<file path="config.mk">
export PLATFORM = sky130hd
export DESIGN_NAME = hazard_ctrl
export DESIGN_NICKNAME = d
export VERILOG_FILES = /design/src/rtl/hazard_pkg.sv /design/src/rtl/hazard_fwd_sel.sv /design/src/rtl/hazard_ctrl.sv
export SDC_FILE = /design/constraint.sdc
export NUM_CORES = 1
export LEC_CHECK = 0
export CAP_MARGIN = 20
export CORE_MARGIN = 2
export CORE_UTILIZATION = 30
export CTS_BUF_LIST = sky130_fd_sc_hd__clkbuf_8
export DETAILED_ROUTE_END_ITERATION = 10
export PLACE_DENSITY_LB_ADDON = 0.12
export SETUP_SLACK_MARGIN = 0.5
export SLEW_MARGIN = 20
export SYNTH_ARGS = -nofsm -noshare
export SYNTH_HDL_FRONTEND = slang
export SYNTH_SLANG_ARGS = --single-unit
</file>
<file path="constraint.sdc">
create_clock -name clk_i -period 1.5 [get_ports clk_i]
set_input_delay 0.225 -clock clk_i [delete_from_list [all_inputs] [get_ports clk_i]]
set_output_delay 0.225 -clock clk_i [all_outputs]
set_load 0.02 [all_outputs]
</file>
<file path="src/rtl/hazard_pkg.sv">
// Shared types for the pipeline hazard controller.
// Latency: n/a (types and constants only).
// Backpressure: n/a.
package hazard_pkg;

   // Controller sequencing state.
   typedef enum logic [1:0] {
      HZ_RUN  = 2'd0,
      HZ_WAIT = 2'd1,
      HZ_HALT = 2'd2
   } hz_state_t;

   // E-stage operand mux select.
   typedef enum logic [1:0] {
      FWD_RF = 2'b00,
      FWD_W  = 2'b01,
      FWD_M  = 2'b10
   } fwd_sel_t;

   // result_src encoding that marks a load in E.
   localparam logic [1:0] RESULT_SRC_LOAD = 2'b01;

endpackage

</file>
<file path="src/rtl/hazard_fwd_sel.sv">
// Operand forward select for one E-stage source register.
// Latency: combinational, same cycle.
// Backpressure: none; pure function of the pipe-register fields.
// Ports: i_rs_e source reg in E; i_rd_m/i_reg_write_m M writer;
//        i_rd_w/i_reg_write_w W writer; o_sel forward select.
module hazard_fwd_sel
   import hazard_pkg::*;
#(
   parameter int REG_ADDR_WIDTH = 5
) (
   input  logic [REG_ADDR_WIDTH-1:0] i_rs_e,
   input  logic [REG_ADDR_WIDTH-1:0] i_rd_m,
   input  logic                      i_reg_write_m,
   input  logic [REG_ADDR_WIDTH-1:0] i_rd_w,
   input  logic                      i_reg_write_w,
   output fwd_sel_t                  o_sel
);

   // M holds the younger result, so it is checked first. x0 is never forwarded.
   always_comb begin
      o_sel = FWD_RF;
      if (i_reg_write_m && (i_rd_m != '0) && (i_rd_m == i_rs_e)) begin
         o_sel = FWD_M;
      end else if (i_reg_write_w && (i_rd_w != '0) && (i_rd_w == i_rs_e)) begin
         o_sel = FWD_W;
      end
   end

endmodule

</file>
<file path="src/rtl/hazard_ctrl.sv">
// 5-stage pipeline hazard controller: stall/flush sequencing, forwarding, memory-wait timeout.
// Latency: stall/flush/forward are combinational (same cycle); timeout_o and counters register on clk_i.
// Backpressure: mem_reqM_i && !mem_readyM_i holds F/D/E/M and bubbles W; timeout parks in HALT until reset.
// Ports: rs*/rd* pipe-reg register fields; result_srcE_i load marker; reg_write{M,W}_i writer valids;
//        pc_srcE_i redirect; mem_{req,ready}M_i data memory handshake; stall*/flush* register controls;
//        forward_{a,b}E_o operand selects; timeout_o sticky; stall_cnt_o/flush_cnt_o perf counters.
// Optional feature: define HAZARD_PERF_EN to build the saturating perf counters (otherwise tied to 0).
module hazard_ctrl
   import hazard_pkg::*;
#(
   parameter int REG_ADDR_WIDTH = 5,
   parameter int MEM_TIMEOUT    = 64,
   parameter int CNT_WIDTH      = 32
) (
   input  logic                      clk_i,
   input  logic                      rst_i,
   input  logic [REG_ADDR_WIDTH-1:0] rs1D_i,
   input  logic [REG_ADDR_WIDTH-1:0] rs2D_i,
   input  logic [REG_ADDR_WIDTH-1:0] rs1E_i,
   input  logic [REG_ADDR_WIDTH-1:0] rs2E_i,
   input  logic [REG_ADDR_WIDTH-1:0] rdE_i,
   input  logic [REG_ADDR_WIDTH-1:0] rdM_i,
   input  logic [REG_ADDR_WIDTH-1:0] rdW_i,
   input  logic [1:0]                result_srcE_i,
   input  logic                      reg_writeM_i,
   input  logic                      reg_writeW_i,
   input  logic                      pc_srcE_i,
   input  logic                      mem_reqM_i,
   input  logic                      mem_readyM_i,
   output logic                      stallF_o,
   output logic                      stallD_o,
   output logic                      stallE_o,
   output logic                      stallM_o,
   output logic                      flushD_o,
   output logic                      flushE_o,
   output logic                      flushW_o,
   output logic [1:0]                forward_aE_o,
   output logic [1:0]                forward_bE_o,
   output logic                      timeout_o,
   output logic [CNT_WIDTH-1:0]      stall_cnt_o,
   output logic [CNT_WIDTH-1:0]      flush_cnt_o
);

   localparam int                WCW       = $clog2(MEM_TIMEOUT) + 1;
   localparam logic [WCW-1:0]    WAIT_LAST = WCW'(MEM_TIMEOUT - 1);

   hz_state_t      r_state, w_state_nxt;
   logic [WCW-1:0] r_wait_cnt, w_wait_cnt_nxt;
   logic           r_timeout, w_timeout_set;
   logic           w_mem_wait, w_load_use, w_hold;
   logic           w_stall_fd, w_flush_d, w_flush_e;
   fwd_sel_t       w_fwd_a, w_fwd_b;

   hazard_fwd_sel #(.REG_ADDR_WIDTH(REG_ADDR_WIDTH)) u_fwd_a (
      .i_rs_e(rs1E_i), .i_rd_m(rdM_i), .i_reg_write_m(reg_writeM_i),
      .i_rd_w(rdW_i), .i_reg_write_w(reg_writeW_i), .o_sel(w_fwd_a)
   );

   hazard_fwd_sel #(.REG_ADDR_WIDTH(REG_ADDR_WIDTH)) u_fwd_b (
      .i_rs_e(rs2E_i), .i_rd_m(rdM_i), .i_reg_write_m(reg_writeM_i),
      .i_rd_w(rdW_i), .i_reg_write_w(reg_writeW_i), .o_sel(w_fwd_b)
   );

   assign w_mem_wait = mem_reqM_i && !mem_readyM_i;
   assign w_load_use = (result_srcE_i == RESULT_SRC_LOAD) && (rdE_i != '0) &&
                       ((rdE_i == rs1D_i) || (rdE_i == rs2D_i));

   always_comb begin
      w_state_nxt    = r_state;
      w_wait_cnt_nxt = r_wait_cnt;
      w_timeout_set  = 1'b0;
      w_hold         = 1'b0;
      w_stall_fd     = 1'b0;
      w_flush_d      = 1'b0;
      w_flush_e      = 1'b0;
      case (r_state)
         HZ_RUN, HZ_WAIT: begin
            if (w_mem_wait) begin
               w_hold = 1'b1;
               if (r_state == HZ_RUN) begin
                  w_state_nxt    = HZ_WAIT;
                  w_wait_cnt_nxt = WCW'(1);
               end else begin
                  // Bounded by WAIT_LAST, so the counter cannot wrap.
                  w_wait_cnt_nxt = r_wait_cnt + WCW'(1);
                  if (r_wait_cnt == WAIT_LAST) begin
                     w_timeout_set = 1'b1;
                     w_state_nxt   = HZ_HALT;
                  end
               end
            end else begin
               // Release cycle of a wait behaves exactly like a normal RUN cycle.
               w_state_nxt    = HZ_RUN;
               w_wait_cnt_nxt = '0;
               if (pc_srcE_i) begin
                  // Redirect squashes D, so any load-use victim there is moot.
                  w_flush_d = 1'b1;
                  w_flush_e = 1'b1;
               end else if (w_load_use) begin
                  w_stall_fd = 1'b1;
                  w_flush_e  = 1'b1;
               end
            end
         end
         HZ_HALT: w_hold = 1'b1;
         default: w_state_nxt = HZ_RUN;
      endcase
   end

   always_ff @(posedge clk_i or posedge rst_i) begin
      if (rst_i) begin
         r_state    <= HZ_RUN;
         r_wait_cnt <= '0;
         r_timeout  <= 1'b0;
      end else begin
         r_state    <= w_state_nxt;
         r_wait_cnt <= w_wait_cnt_nxt;
         if (w_timeout_set) begin
            r_timeout <= 1'b1;
         end
      end
   end

   // Reset forces a clean bubble through D/E/W regardless of inputs.
   assign stallF_o     = !rst_i && (w_hold || w_stall_fd);
   assign stallD_o     = !rst_i && (w_hold || w_stall_fd);
   assign stallE_o     = !rst_i && w_hold;
   assign stallM_o     = !rst_i && w_hold;
   assign flushD_o     = rst_i || w_flush_d;
   assign flushE_o     = rst_i || w_flush_e;
   assign flushW_o     = rst_i || w_hold;
   assign forward_aE_o = rst_i ? FWD_RF : w_fwd_a;
   assign forward_bE_o = rst_i ? FWD_RF : w_fwd_b;
   assign timeout_o    = r_timeout;

`ifdef HAZARD_PERF_EN
   logic [CNT_WIDTH-1:0] r_stall_cnt, r_flush_cnt;

   // Both outputs are 0/1 only outside reset, so the counters see reset cycles as idle.
   always_ff @(posedge clk_i or posedge rst_i) begin
      if (rst_i) begin
         r_stall_cnt <= '0;
         r_flush_cnt <= '0;
      end else begin
         if (stallF_o && !(&r_stall_cnt)) begin
            r_stall_cnt <= r_stall_cnt + CNT_WIDTH'(1);
         end
         if (flushD_o && !(&r_flush_cnt)) begin
            r_flush_cnt <= r_flush_cnt + CNT_WIDTH'(1);
         end
      end
   end

   assign stall_cnt_o = r_stall_cnt;
   assign flush_cnt_o = r_flush_cnt;
`else
   assign stall_cnt_o = '0;
   assign flush_cnt_o = '0;
`endif

endmodule

</file>
Word-level counts from Yosys, hierarchy flattened --
Index checks and enable logic that the tools add are counted.
Storage, ports and cells: flip-flop bits (word level) 10, bits of input ports 44, output and inout bits 76, word-level logic and storage cells 68
Operators by class: add/subtract/negate cells 1, equal/unequal tests 11, muxes and demuxes 28, bitwise logic cells 1, reduce and logical (&&, ||, !) cells 24
Operator list (number):
- $eq A5 B5 Y1 | 6
- $mux W1 | 17
- $reduce_bool A5 Y1 | 3
- $mux W2 | 7
- $mux W7 | 2
- $logic_and A1 B1 Y1 | 11
- $add A7 B1 Y7 const B | 1
- $eq A7 B6 Y1 const B | 1
- $logic_or A1 B1 Y1 | 5
- $eq A2 B1 Y1 const B | 2
- $ne A4 B4 Y1 const B | 1
- $pmux W2 S2 | 1
- $eq A2 B2 Y1 const B | 1
- $logic_not A1 Y1 | 2
- $logic_not A2 Y1 | 1
- $pmux W1 S2 | 1
- $reduce_and A2 Y1 | 1
- $reduce_or A2 Y1 | 1
- $not A1 Y1 | 1

Longest topological paths before layout --
Gate-level depths: netlist of the first run.
depth after elaboration 9, gate-level depth with buffers 5, depth with buffers taken out 5

By module --
Synthesis of the first run repeated with hierarchy kept, for this count alone.
Second synthesis, totals: cell total of the unflattened synthesis 183, area, all modules 1491.4 um^2
Modules (own cells, without submodules):
- hazard_ctrl | instances 1, cells each 143, area each 1188.6 um^2, sequential area each 250.2 um^2
- hazard_fwd_sel | instances 2, cells each 20, area each 151.4 um^2, sequential area each 0.0 um^2

Worst setup path after synthesis of the first run --
No wires, ideal clock.
kind flip-flop to output port, from register r_state[1], to output stallF_o, arrival time 1.927 ns, required time 1.275 ns, setup slack -0.652 ns, stages on the path, launching flop included 6, path buffers 2, cell sequence dfrtp_1 clkbuf_1 nor2_1 o2111ai_1 o41ai_1 buf_4
On the way: cells in the longest elaborated chain, start to end 5, elaborated cells between the ends (all ways) 8, classes of those cells eq/ne (2); mux (2); reduce/logical (4)
RTL lines:
- start, declared | RTL line hazard_ctrl.sv:47 | hz_state_t r_state, w_state_nxt;
- start signal, assigned | RTL line hazard_ctrl.sv:116 | r_state <= w_state_nxt;
- $eq A2 B1 Y1 / $logic_not A2 Y1 (equally long branches) | RTL line hazard_ctrl.sv:76 | case (r_state)
- $reduce_or A2 Y1 | RTL line hazard_ctrl.sv:76
- $pmux W1 S2 / $mux W1 (equally long branches) | RTL line hazard_ctrl.sv:76
- $logic_or A1 B1 Y1 *
- $logic_and A1 B1 Y1 *
- end, declared | RTL line hazard_ctrl.sv:30 | output logic stallF_o,
Every way passes the cells marked *; elsewhere a longest branch is shown, timed or not.

Worst setup path in the final report of the first run --
from input rdM_i[2], to output forward_aE_o[1]
On the way: cells in the longest elaborated chain, start to end 5, elaborated cells between the ends (all ways) 6, classes of those cells eq/ne (1); mux (2); reduce/logical (3)
RTL lines:
- start, declared | RTL line hazard_ctrl.sv:22 | input logic [REG_ADDR_WIDTH-1:0] rdM_i,
- $reduce_bool A5 Y1 | RTL line hazard_fwd_sel.sv:22 | if (i_reg_write_m && (i_rd_m != '0) && (i_rd_m == i_rs_e)) begin
- $logic_and A1 B1 Y1 | RTL line hazard_fwd_sel.sv:22
- $logic_and A1 B1 Y1 * | RTL line hazard_fwd_sel.sv:22
- $mux W2 * | RTL line hazard_fwd_sel.sv:22
- $mux W2 * | RTL line hazard_ctrl.sv:132 | assign forward_aE_o = rst_i ? FWD_RF : w_fwd_a;
- end, declared | RTL line hazard_ctrl.sv:37 | output logic [1:0] forward_aE_o,
Marks and branches as above.

==> report_table.html, run 1 <==
<table>
<tr><th>Metric</th><th>Value</th></tr>
<tr><th colspan="2">Yosys</th></tr>
<tr><td>Commonest register cell after synthesis</td><td>sky130_fd_sc_hd__dfrtp_1</td></tr>
<tr><td>Count of cell types in the netlist</td><td>31</td></tr>
<tr><td>Cells after Synth</td><td>177</td></tr>
<tr><td>FF+latch count, synth</td><td>10</td></tr>
<tr><td>Register area share after synthesis</td><td>17.39%</td></tr>
<tr><td>Most area-consuming cells after synthesis</td><td>sky130_fd_sc_hd__buf_4 (34%), sky130_fd_sc_hd__dfrtp_1 (17%), sky130_fd_sc_hd__xor2_1 (12%)</td></tr>
<tr><td>Async set or reset register ratio after synthesis</td><td>100.0%</td></tr>
<tr><td>Count of yosys warnings during synthesis</td><td>0</td></tr>
<tr><td>Area leader, netlist</td><td>sky130_fd_sc_hd__buf_4</td></tr>
<tr><td>Synthesized cell area</td><td>~1400 sq um</td></tr>
<tr><td>Portion of synthesized cell area occupied by the leading cell type</td><td>34.43%</td></tr>
<tr><td>Avg Cell Area, Syn</td><td>8.129 sq um</td></tr>
<tr><td>Number of enable flip-flop cells after synthesis</td><td>0</td></tr>
<tr><th colspan="2">Clocking</th></tr>
<tr><td>Clock tree from TritonCTS</td><td>built</td></tr>
<tr><td>H-tree Lvls</td><td>1</td></tr>
<tr><td>TritonCTS sink count</td><td>10</td></tr>
<tr><td>CTS root buf</td><td>sky130_fd_sc_hd__clkbuf_8</td></tr>
<tr><td>Maximum clock path buffer count</td><td>2</td></tr>
<tr><td>Number of buffers inserted during clock tree synthesis</td><td>3</td></tr>
<tr><td>CTS clock-pin slew for the worst setup and hold paths</td><td>0.05 ns</td></tr>
<tr><td>Number of hold buffers added after CTS</td><td>0</td></tr>
<tr><td>Worst-Skew Late Latency</td><td>0.24 ns</td></tr>
<tr><th colspan="2">Worst setup path</th></tr>
<tr><td>Top cell by count, worst path</td><td>sky130_fd_sc_hd__buf_6</td></tr>
<tr><td>Worst-case reg-to-reg path depth</td><td>8</td></tr>
<tr><td>Setup slack of the worst register-to-register path</td><td>-0.15 ns</td></tr>
<tr><td>Worst EP required</td><td>1.27 ns</td></tr>
<tr><td>RR Endpoint</td><td>r_wait_cnt[1]$_DFFE_PP0N_</td></tr>
<tr><td>Crit path kind</td><td>input pin to output port</td></tr>
<tr><td>Worst setup EP type</td><td>output port</td></tr>
<tr><td>Standard cell with the maximum stage delay on the critical path</td><td>sky130_fd_sc_hd__or4_4</td></tr>
<tr><td>WP data arrival</td><td>1.52 ns</td></tr>
<tr><td>Launching point of the worst reg2reg path</td><td>r_state[1]$_DFFE_PP0P_</td></tr>
<tr><td>Startpoint type of the worst setup path</td><td>input pin</td></tr>
<tr><td>CP cell instances</td><td>buf_6 -&gt; or4_4 -&gt; o21ai_4 -&gt; buf_6 -&gt; buf_6 -&gt; buf_6 -&gt; nor4_4 -&gt; buf_4</td></tr>
<tr><td>Slowest Stage Delay on Critical Path</td><td>about 0.53 ns</td></tr>
<tr><td>Maximum net fanout on the critical path</td><td>2</td></tr>
<tr><th colspan="2">Drt</th></tr>
<tr><td>Remaining design rule violation count</td><td>0</td></tr>
<tr><td>Vias</td><td>1,358</td></tr>
<tr><td>DR pass1 iterations</td><td>4</td></tr>
<tr><td>First DRT Iteration DRCs</td><td>3</td></tr>
<tr><td>Wire length on met2</td><td>2139 microns</td></tr>
<tr><td>Post-Route WL</td><td>between 3000 and 4000 microns</td></tr>
<tr><td>Met3 wire len</td><td>228 microns</td></tr>
<tr><td>Remaining antenna violation count after routing</td><td>0</td></tr>
<tr><td>Number of vias per cell after detailed routing</td><td>4.078</td></tr>
<tr><td>Max layer used</td><td>met4</td></tr>
<tr><td>Met1 Wirelength</td><td>1495 microns</td></tr>
<tr><td>Routed WL per cell</td><td>roughly 12 microns</td></tr>
<tr><th colspan="2">Floorplan</th></tr>
<tr><td>Initial cell density of the core</td><td>a little under a third</td></tr>
<tr><td>Vertical die dimension</td><td>73.26 microns</td></tr>
<tr><td>Std-Cell Core Area</td><td>between 4000 and 5000 sq um</td></tr>
<tr><td>Die span in x</td><td>approximately 73 microns</td></tr>
<tr><td>Count of boundary I/O pins</td><td>120</td></tr>
<tr><td>Site row count</td><td>25</td></tr>
<tr><td>Die area</td><td>5366 sq um</td></tr>
<tr><th colspan="2">Cells and area</th></tr>
<tr><td>Fillcell total</td><td>between 400 and 500</td></tr>
<tr><td>Storage cell area</td><td>250.2 sq um</td></tr>
<tr><td>Most common cell after layout, fill and taps aside</td><td>sky130_fd_sc_hd__conb_1</td></tr>
<tr><td>Area of the multi-input gates</td><td>1205 sq um</td></tr>
<tr><td>Commonest non-fill, non-tap cells in the layout</td><td>sky130_fd_sc_hd__conb_1 (64), sky130_fd_sc_hd__buf_4 (38), sky130_fd_sc_hd__buf_6 (27)</td></tr>
<tr><td>Share of final-layout standard cells stronger than drive strength 1</td><td>between 40% and 50%</td></tr>
<tr><td>Area growth from synthesis to layout</td><td>72.87%</td></tr>
<tr><td>Final cell count without fillers</td><td>roughly 330</td></tr>
<tr><td>Number of antenna cells inserted</td><td>0</td></tr>
<tr><td>NumNets Final</td><td>325</td></tr>
<tr><th colspan="2">STA</th></tr>
<tr><td>Setup repair after global routing missed its margin</td><td>yes</td></tr>
<tr><td>Final clock skew</td><td>~0.0053 ns</td></tr>
<tr><td>Final worst slack</td><td>-0.2435 ns</td></tr>
<tr><td>Max-slew violations</td><td>0</td></tr>
<tr><td>Shortest period the worst path allows</td><td>~1.7 ns</td></tr>
<tr><td>Summed negative setup slack over all endpoints</td><td>-1.919 ns</td></tr>
<tr><td>Final Cycle Share</td><td>116.2%</td></tr>
<tr><td>Top achievable clock speed</td><td>0.5736 GHz</td></tr>
<tr><td>Setup violation total in the final timing report</td><td>13</td></tr>
<tr><td>Number of failing hold endpoints at the final stage</td><td>0</td></tr>
<tr><th colspan="2">Placement</th></tr>
<tr><td>Cell total after placement</td><td>between 300 and 400</td></tr>
<tr><td>Final Wtd Congestion</td><td>a little under 0.8</td></tr>
<tr><td>Buffers added on ports</td><td>55</td></tr>
<tr><td>Detailed-placement wirelength estimate</td><td>approximately 2900 microns</td></tr>
<tr><th colspan="2">GRT</th></tr>
<tr><td>Remaining global-route overflow</td><td>0</td></tr>
<tr><td>Global-route wire length before repair</td><td>5892 microns</td></tr>
<tr><td>Largest net degree at the start of global routing</td><td>12</td></tr>
<tr><td>Global Route Usage Sum</td><td>between 10% and 20%</td></tr>
<tr><td>Antenna violations before repair</td><td>0</td></tr>
<tr><td>Vias in the first global route</td><td>1,302</td></tr>
<tr><th colspan="2">Power and ir drop</th></tr>
<tr><td>Maximum VDD drop</td><td>0.4775 mV</td></tr>
<tr><td>Final total power</td><td>1.201 mW</td></tr>
<tr><td>Pwr dens</td><td>482.7 nW/um^2</td></tr>
<tr><td>Static leakage</td><td>between 1 and 1.5 nW</td></tr>
<tr><th colspan="2">Flow run</th></tr>
<tr><td>Count of maximum capacitance violations</td><td>0</td></tr>
<tr><th colspan="2">Run status</th></tr>
<tr><td>Status</td><td>finished with violations</td></tr>
<tr><td>Violated checks</td><td>negative setup slack</td></tr>
<tr><th colspan="2">Worst hold path</th></tr>
<tr><td>Class of the worst hold path</td><td>input pin to async pin</td></tr>
</table>
what timing repair did:
item | 4_1_cts | 5_1_grt
endpoints found under the setup margin | 22 | 22
cloned | 0 | 0
gates resized for setup | 175 | 50
pin swaps | 40 | 15
buffers inserted | 13 | 4
worst max-delay path: cells and delay by family:
family / cells / cell delay, ns
AND/OR/NAND/NOR: 2 / 0.57
buffers and inverters: 5 / 0.55
AO/OA/AOI/OAI: 1 / 0.16
report_power, final:
part | internal (mW) | total, mW | leakage (nW) | switching (mW)
clock | 0.231 | 0.342 | 0.0288 | 0.111
combinational | 0.246 | 0.582 | 1.09 | 0.336
sequential | 0.274 | 0.277 | 0.138 | 0.00304
total | 0.751 | 1.20 | 1.25 | 0.450
synth_stat cells (all sizes together), types with 2 or more instances:
master  count
or4         5
o21ai       5
inv         5
nand3       5
xnor2      12
nor3        5
xor2       20
nand2      11
nor2        5
buf        66
a21oi       2
nor2b       3
dfrtp      10
nor4        5
a22o        4
layout make-up:
class / count / share of cell area (%)
flip-flops and latches: 10 / 10.06
clock buffers: 4 / 2.213
well taps: 54 / 2.716
multi-input cells: 158 / 48.44
repair buffers: 102 / 35.46
inverters: 5 / 1.107
how the worst max path moves through the flow:
stage | cells after the start | from | end | slack [ns]
2_1_floorplan | 5 | r_state[1]$_DFFE_PP0P_ | stallF_o | -0.20
3_3_place_gp | 5 | rdW_i[3] | forward_aE_o[0] | -1.08
3_5_place_dp | 6 | rdW_i[3] | forward_aE_o[0] | -1.07
4_1_cts | 7 | rdM_i[4] | forward_aE_o[0] | -0.36
5_1_grt | 5 | r_state[1]$_DFFE_PP0P_ | stallF_o | -0.28
6_report | 8 | rdM_i[2] | forward_aE_o[1] | -0.24
metal layers:
metal,GRT usage [%],vias to the layer above
met5,0,-
met4,4.938,0
met3,0.9602,4
met1,17.34,630
met2,24.82,60
li1,-,664
cell families (layout without fill, tap and decap cells):
| logic type | after synthesis | count (layout) | synth area share (%) |
|---|---|---|---|
| AND/OR/NAND/NOR | 43 | 43 | 16.87 |
| buffers and inverters | 72 | 111 | 36.00 |
| other | 1 | 64 | 0.2606 |
| XOR/XNOR | 32 | 32 | 19.48 |
| flip-flops | 10 | 10 | 17.39 |
| adder cells (fa/ha/maj) | 1 | 1 | 0.8694 |
| AO/OA/AOI/OAI | 18 | 18 | 9.131 |
sequential cells by signal, indices dropped and copies added, names as in the netlist:
register    flops
r_wait_cnt      7
r_state         2
timeout_o       1
through the flow:
stage / util, % / hold WS [ns] / setup slack [ns] / cell area [sq um]
after detailed placement: 45.88 / 0.4553 / -1.072 / 2138
after global routing: 53.37 / 0.1269 / -0.2839 / 2487
after global placement: 45.88 / 0.4556 / -1.081 / 2138
after floorplan: - / 0.02271 / -0.1950 / 1804
final: 53.37 / 0.09704 / -0.2435 / 2487
after CTS: 51.52 / 0.1908 / -0.3554 / 2401
Note: power is estimated with default switching activity, not from simulation.
==> run 2, diff against run 1 <==
clock period = 1.4 ns   (was 1.5 ns; I/O delays follow)
==> report_table.html, run 2 (synthesis gave the netlist of run 1 again) <==
<table>
<tr><th>Metric</th><th>Value</th></tr>
<tr><th colspan="2">Run status</th></tr>
<tr><td>Status</td><td>finished with violations (unchanged)</td></tr>
<tr><td>Violated checks</td><td>negative hold slack, negative setup slack (was negative setup slack)</td></tr>
<tr><th colspan="2">GRT</th></tr>
<tr><td>Remaining global-route overflow</td><td>0 (unchanged)</td></tr>
<tr><td>Global Route Usage Sum</td><td>13.39% (was 13.85%)</td></tr>
<tr><td>Global-route wire length before repair</td><td>5526 microns (was 5892 microns)</td></tr>
<tr><td>Largest net degree at the start of global routing</td><td>12 (unchanged)</td></tr>
<tr><td>Vias in the first global route</td><td>1,203 (was 1,302)</td></tr>
<tr><td>Antenna violations before repair</td><td>0 (unchanged)</td></tr>
<tr><th colspan="2">Cells and area</th></tr>
<tr><td>Fillcell total</td><td>451 (unchanged)</td></tr>
<tr><td>NumNets Final</td><td>323 (was 325)</td></tr>
<tr><td>Area growth from synthesis to layout</td><td>72.70% (was 72.87%)</td></tr>
<tr><td>Most common cell after layout, fill and taps aside</td><td>sky130_fd_sc_hd__conb_1 (unchanged)</td></tr>
<tr><td>Max reg flops</td><td>7 (unchanged)</td></tr>
<tr><td>Storage cell area</td><td>251.5 sq um (was 250.2 sq um)</td></tr>
<tr><td>Area of the multi-input gates</td><td>1231 sq um (was 1205 sq um)</td></tr>
<tr><td>Register with the highest flop count</td><td>r_wait_cnt (unchanged)</td></tr>
<tr><td>Commonest non-fill, non-tap cells in the layout</td><td>sky130_fd_sc_hd__conb_1 (64), sky130_fd_sc_hd__buf_4 (42), sky130_fd_sc_hd__buf_6 (22) (was sky130_fd_sc_hd__conb_1 (64), sky130_fd_sc_hd__buf_4 (38), sky130_fd_sc_hd__buf_6 (27))</td></tr>
<tr><td>Design area</td><td>2485 sq um (was 2487 sq um)</td></tr>
<tr><td>Share of final-layout standard cells stronger than drive strength 1</td><td>45.49% (was 43.73%)</td></tr>
<tr><td>Final core area utilization</td><td>53.32% (was 53.37%)</td></tr>
<tr><td>Number of antenna cells inserted</td><td>0 (unchanged)</td></tr>
<tr><th colspan="2">Clocking</th></tr>
<tr><td>TritonCTS sink count</td><td>10 (unchanged)</td></tr>
<tr><td>Clock tree from TritonCTS</td><td>built (unchanged)</td></tr>
<tr><td>CTS root buf</td><td>sky130_fd_sc_hd__clkbuf_8 (unchanged)</td></tr>
<tr><td>H-tree Lvls</td><td>1 (unchanged)</td></tr>
<tr><td>Number of hold buffers added after CTS</td><td>0 (unchanged)</td></tr>
<tr><td>CTS clock-pin slew for the worst setup and hold paths</td><td>0.05 ns (about the same)</td></tr>
<tr><td>Maximum clock path buffer count</td><td>2 (unchanged)</td></tr>
<tr><td>Number of buffers inserted during clock tree synthesis</td><td>3 (unchanged)</td></tr>
<tr><td>Worst-Skew Late Latency</td><td>0.24 ns (about the same)</td></tr>
<tr><th colspan="2">Placement</th></tr>
<tr><td>Detailed-placement wirelength estimate</td><td>2938 microns (was 2920 microns)</td></tr>
<tr><td>Buffers added on ports</td><td>55 (unchanged)</td></tr>
<tr><td>Placed standard-cell area</td><td>2171 sq um (was 2138 sq um)</td></tr>
<tr><td>Final Wtd Congestion</td><td>0.8469 (was 0.7731)</td></tr>
<tr><th colspan="2">Drt</th></tr>
<tr><td>Post-Route WL</td><td>3766 microns (was 3921 microns)</td></tr>
<tr><td>DR pass1 iterations</td><td>4 (unchanged)</td></tr>
<tr><td>Remaining design rule violation count</td><td>0 (unchanged)</td></tr>
<tr><td>Vias</td><td>1,322 (was 1,358)</td></tr>
<tr><td>First DRT Iteration DRCs</td><td>36 (was 3)</td></tr>
<tr><td>Number of vias per cell after detailed routing</td><td>3.994 (was 4.078)</td></tr>
<tr><td>Routed WL per cell</td><td>11.38 microns (was 11.77 microns)</td></tr>
<tr><td>Remaining antenna violation count after routing</td><td>0 (unchanged)</td></tr>
<tr><th colspan="2">STA</th></tr>
<tr><td>Final-layout worst hold slack</td><td>-0.01603 ns (was 0.09704 ns)</td></tr>
<tr><td>Shortest period the worst path allows</td><td>1.734 ns</td></tr>
<tr><td>Top achievable clock speed</td><td>0.5768 GHz</td></tr>
<tr><td>Max-slew violations</td><td>0 (unchanged)</td></tr>
<tr><td>Final worst slack</td><td>-0.3336 ns (was -0.2435 ns)</td></tr>
<tr><td>Final clock skew</td><td>0.001298 ns (was 0.005273 ns)</td></tr>
<tr><td>Setup violation total in the final timing report</td><td>13 (unchanged)</td></tr>
<tr><td>Setup repair after global routing missed its margin</td><td>yes (unchanged)</td></tr>
<tr><td>Number of failing hold endpoints at the final stage</td><td>10 (was 0)</td></tr>
<tr><td>Final Cycle Share</td><td>123.8%</td></tr>
<tr><th colspan="2">Power and ir drop</th></tr>
<tr><td>Maximum VDD drop</td><td>0.4364 mV (was 0.4775 mV)</td></tr>
<tr><td>Pwr dens</td><td>525.1 nW/um^2 (was 482.7 nW/um^2)</td></tr>
<tr><td>Static leakage</td><td>1.245 nW (was 1.254 nW)</td></tr>
<tr><th colspan="2">Floorplan</th></tr>
<tr><td>Count of boundary I/O pins</td><td>120 (unchanged)</td></tr>
<tr><td>Die area</td><td>5366 sq um (unchanged)</td></tr>
<tr><td>Site row count</td><td>25 (unchanged)</td></tr>
<tr><td>Die span in x</td><td>73.26 microns (unchanged)</td></tr>
<tr><td>Std-Cell Core Area</td><td>4661 sq um (unchanged)</td></tr>
<tr><td>Initial cell density of the core</td><td>30.87% (unchanged)</td></tr>
<tr><td>Vertical die dimension</td><td>73.26 microns (unchanged)</td></tr>
<tr><th colspan="2">Worst setup path</th></tr>
<tr><td>Worst EP required</td><td>1.19 ns (was 1.27 ns)</td></tr>
<tr><td>Maximum net fanout on the critical path</td><td>2 (unchanged)</td></tr>
<tr><td>WP data arrival</td><td>1.52 ns (about the same)</td></tr>
<tr><td>Startpoint type of the worst setup path</td><td>input pin (unchanged)</td></tr>
<tr><td>Worst setup EP type</td><td>output port (unchanged)</td></tr>
<tr><td>Crit path kind</td><td>input pin to output port (unchanged)</td></tr>
<tr><th colspan="2">Flow run</th></tr>
<tr><td>Count of maximum capacitance violations</td><td>0 (unchanged)</td></tr>
<tr><th colspan="2">Worst hold path</th></tr>
<tr><td>Class of the worst hold path</td><td>input pin to async pin (unchanged)</td></tr>
</table>
## run 2: cell count changes in the layout (fill, tap and decap cells not counted), moves of 3 or more
cell                              change
sky130_fd_sc_hd__dlygate4sd2_1        -7
sky130_fd_sc_hd__buf_6                -5
sky130_fd_sc_hd__buf_4                +4
sky130_fd_sc_hd__clkdlybuf4s15_1      +3
## run 2: timing repair
| item | CTS | global route |
|---|---|---|
| pin swaps | 25 | 26 |
| hold endpoints to repair | 0 | 10 |
| endpoints found under the setup margin | 22 | 22 |
| gates resized for setup | 166 | 68 |
| setup buffers | 4 | 8 |
## run 2: through the flow
step	setup slack (ns)	power (mW)	TNS, ns	hold WS, ns	std cells
finish	-0.3336	1.305	-2.770	-0.01603	331
floorplan	-0.2800	0.7459	-0.9286	0.007705	240
CTS	-0.4079	1.262	-2.945	0.1898	323
global placement	-1.146	0.8832	-10.88	0.4579	315
detailed placement	-1.152	0.8819	-10.77	0.4524	315
global route	-0.3884	1.384	-3.518	-0.004476	331
## run 2: cell type report
class / count / area share (%)
multi-input combinational: 158 / 49.55
inverter: 5 / 1.007
clock buffer: 4 / 2.216
sequential: 10 / 10.12
timing repair buffer: 100 / 34.39
tap: 54 / 2.719
## run 2: final timing paths
check | cells after the start | slack [ns] | from | to
max in group asynchronous | 3 | 1.25 | rst_i | r_state[1]$_DFFE_PP0P_
min in group clk_i | 1 | 0.49 | timeout_o$_DFFE_PP0P_ | timeout_o$_DFFE_PP0P_
worst min-delay path | 3 | -0.02 | rst_i | r_wait_cnt[2]$_DFFE_PP0N_
worst min register to register | 1 | 0.49 | timeout_o$_DFFE_PP0P_ | timeout_o$_DFFE_PP0P_
worst max register to register | 6 | -0.06 | r_state[1]$_DFFE_PP0P_ | r_wait_cnt[2]$_DFFE_PP0N_
worst max-delay path | 5 | -0.33 | rs1E_i[3] | forward_aE_o[0]
## run 2: critical path: stages
cell                              delay, ns
sky130_fd_sc_hd__clkdlybuf4s15_1       0.19
sky130_fd_sc_hd__xor2_1                0.15
sky130_fd_sc_hd__or4_4                 0.50
sky130_fd_sc_hd__nor4_4                0.29
sky130_fd_sc_hd__buf_4                 0.18
## run 2: report_power, final
part           switching [mW]  leakage [nW]  total, mW  internal [mW]
sequential            0.00297         0.136      0.296          0.293
clock                   0.115        0.0288      0.362          0.247
combinational           0.368          1.08      0.646          0.279
## run 2: routing by layer
metal / wire length, microns / vias to the layer above / global-route usage, %
met5: 0 / - / 0
met4: 22 / 0 / 4.115
met3: 223 / 4 / 2.058
met2: 1951 / 54 / 22.92
met1: 1569 / 604 / 17.24
li1: - / 660 / -
==> run 3, diff against run 2 <==
SLEW_MARGIN = 30   (was 20)
==> results of run 3 <==
The final DEF is identical to that of run 2; final timing and power are the same.
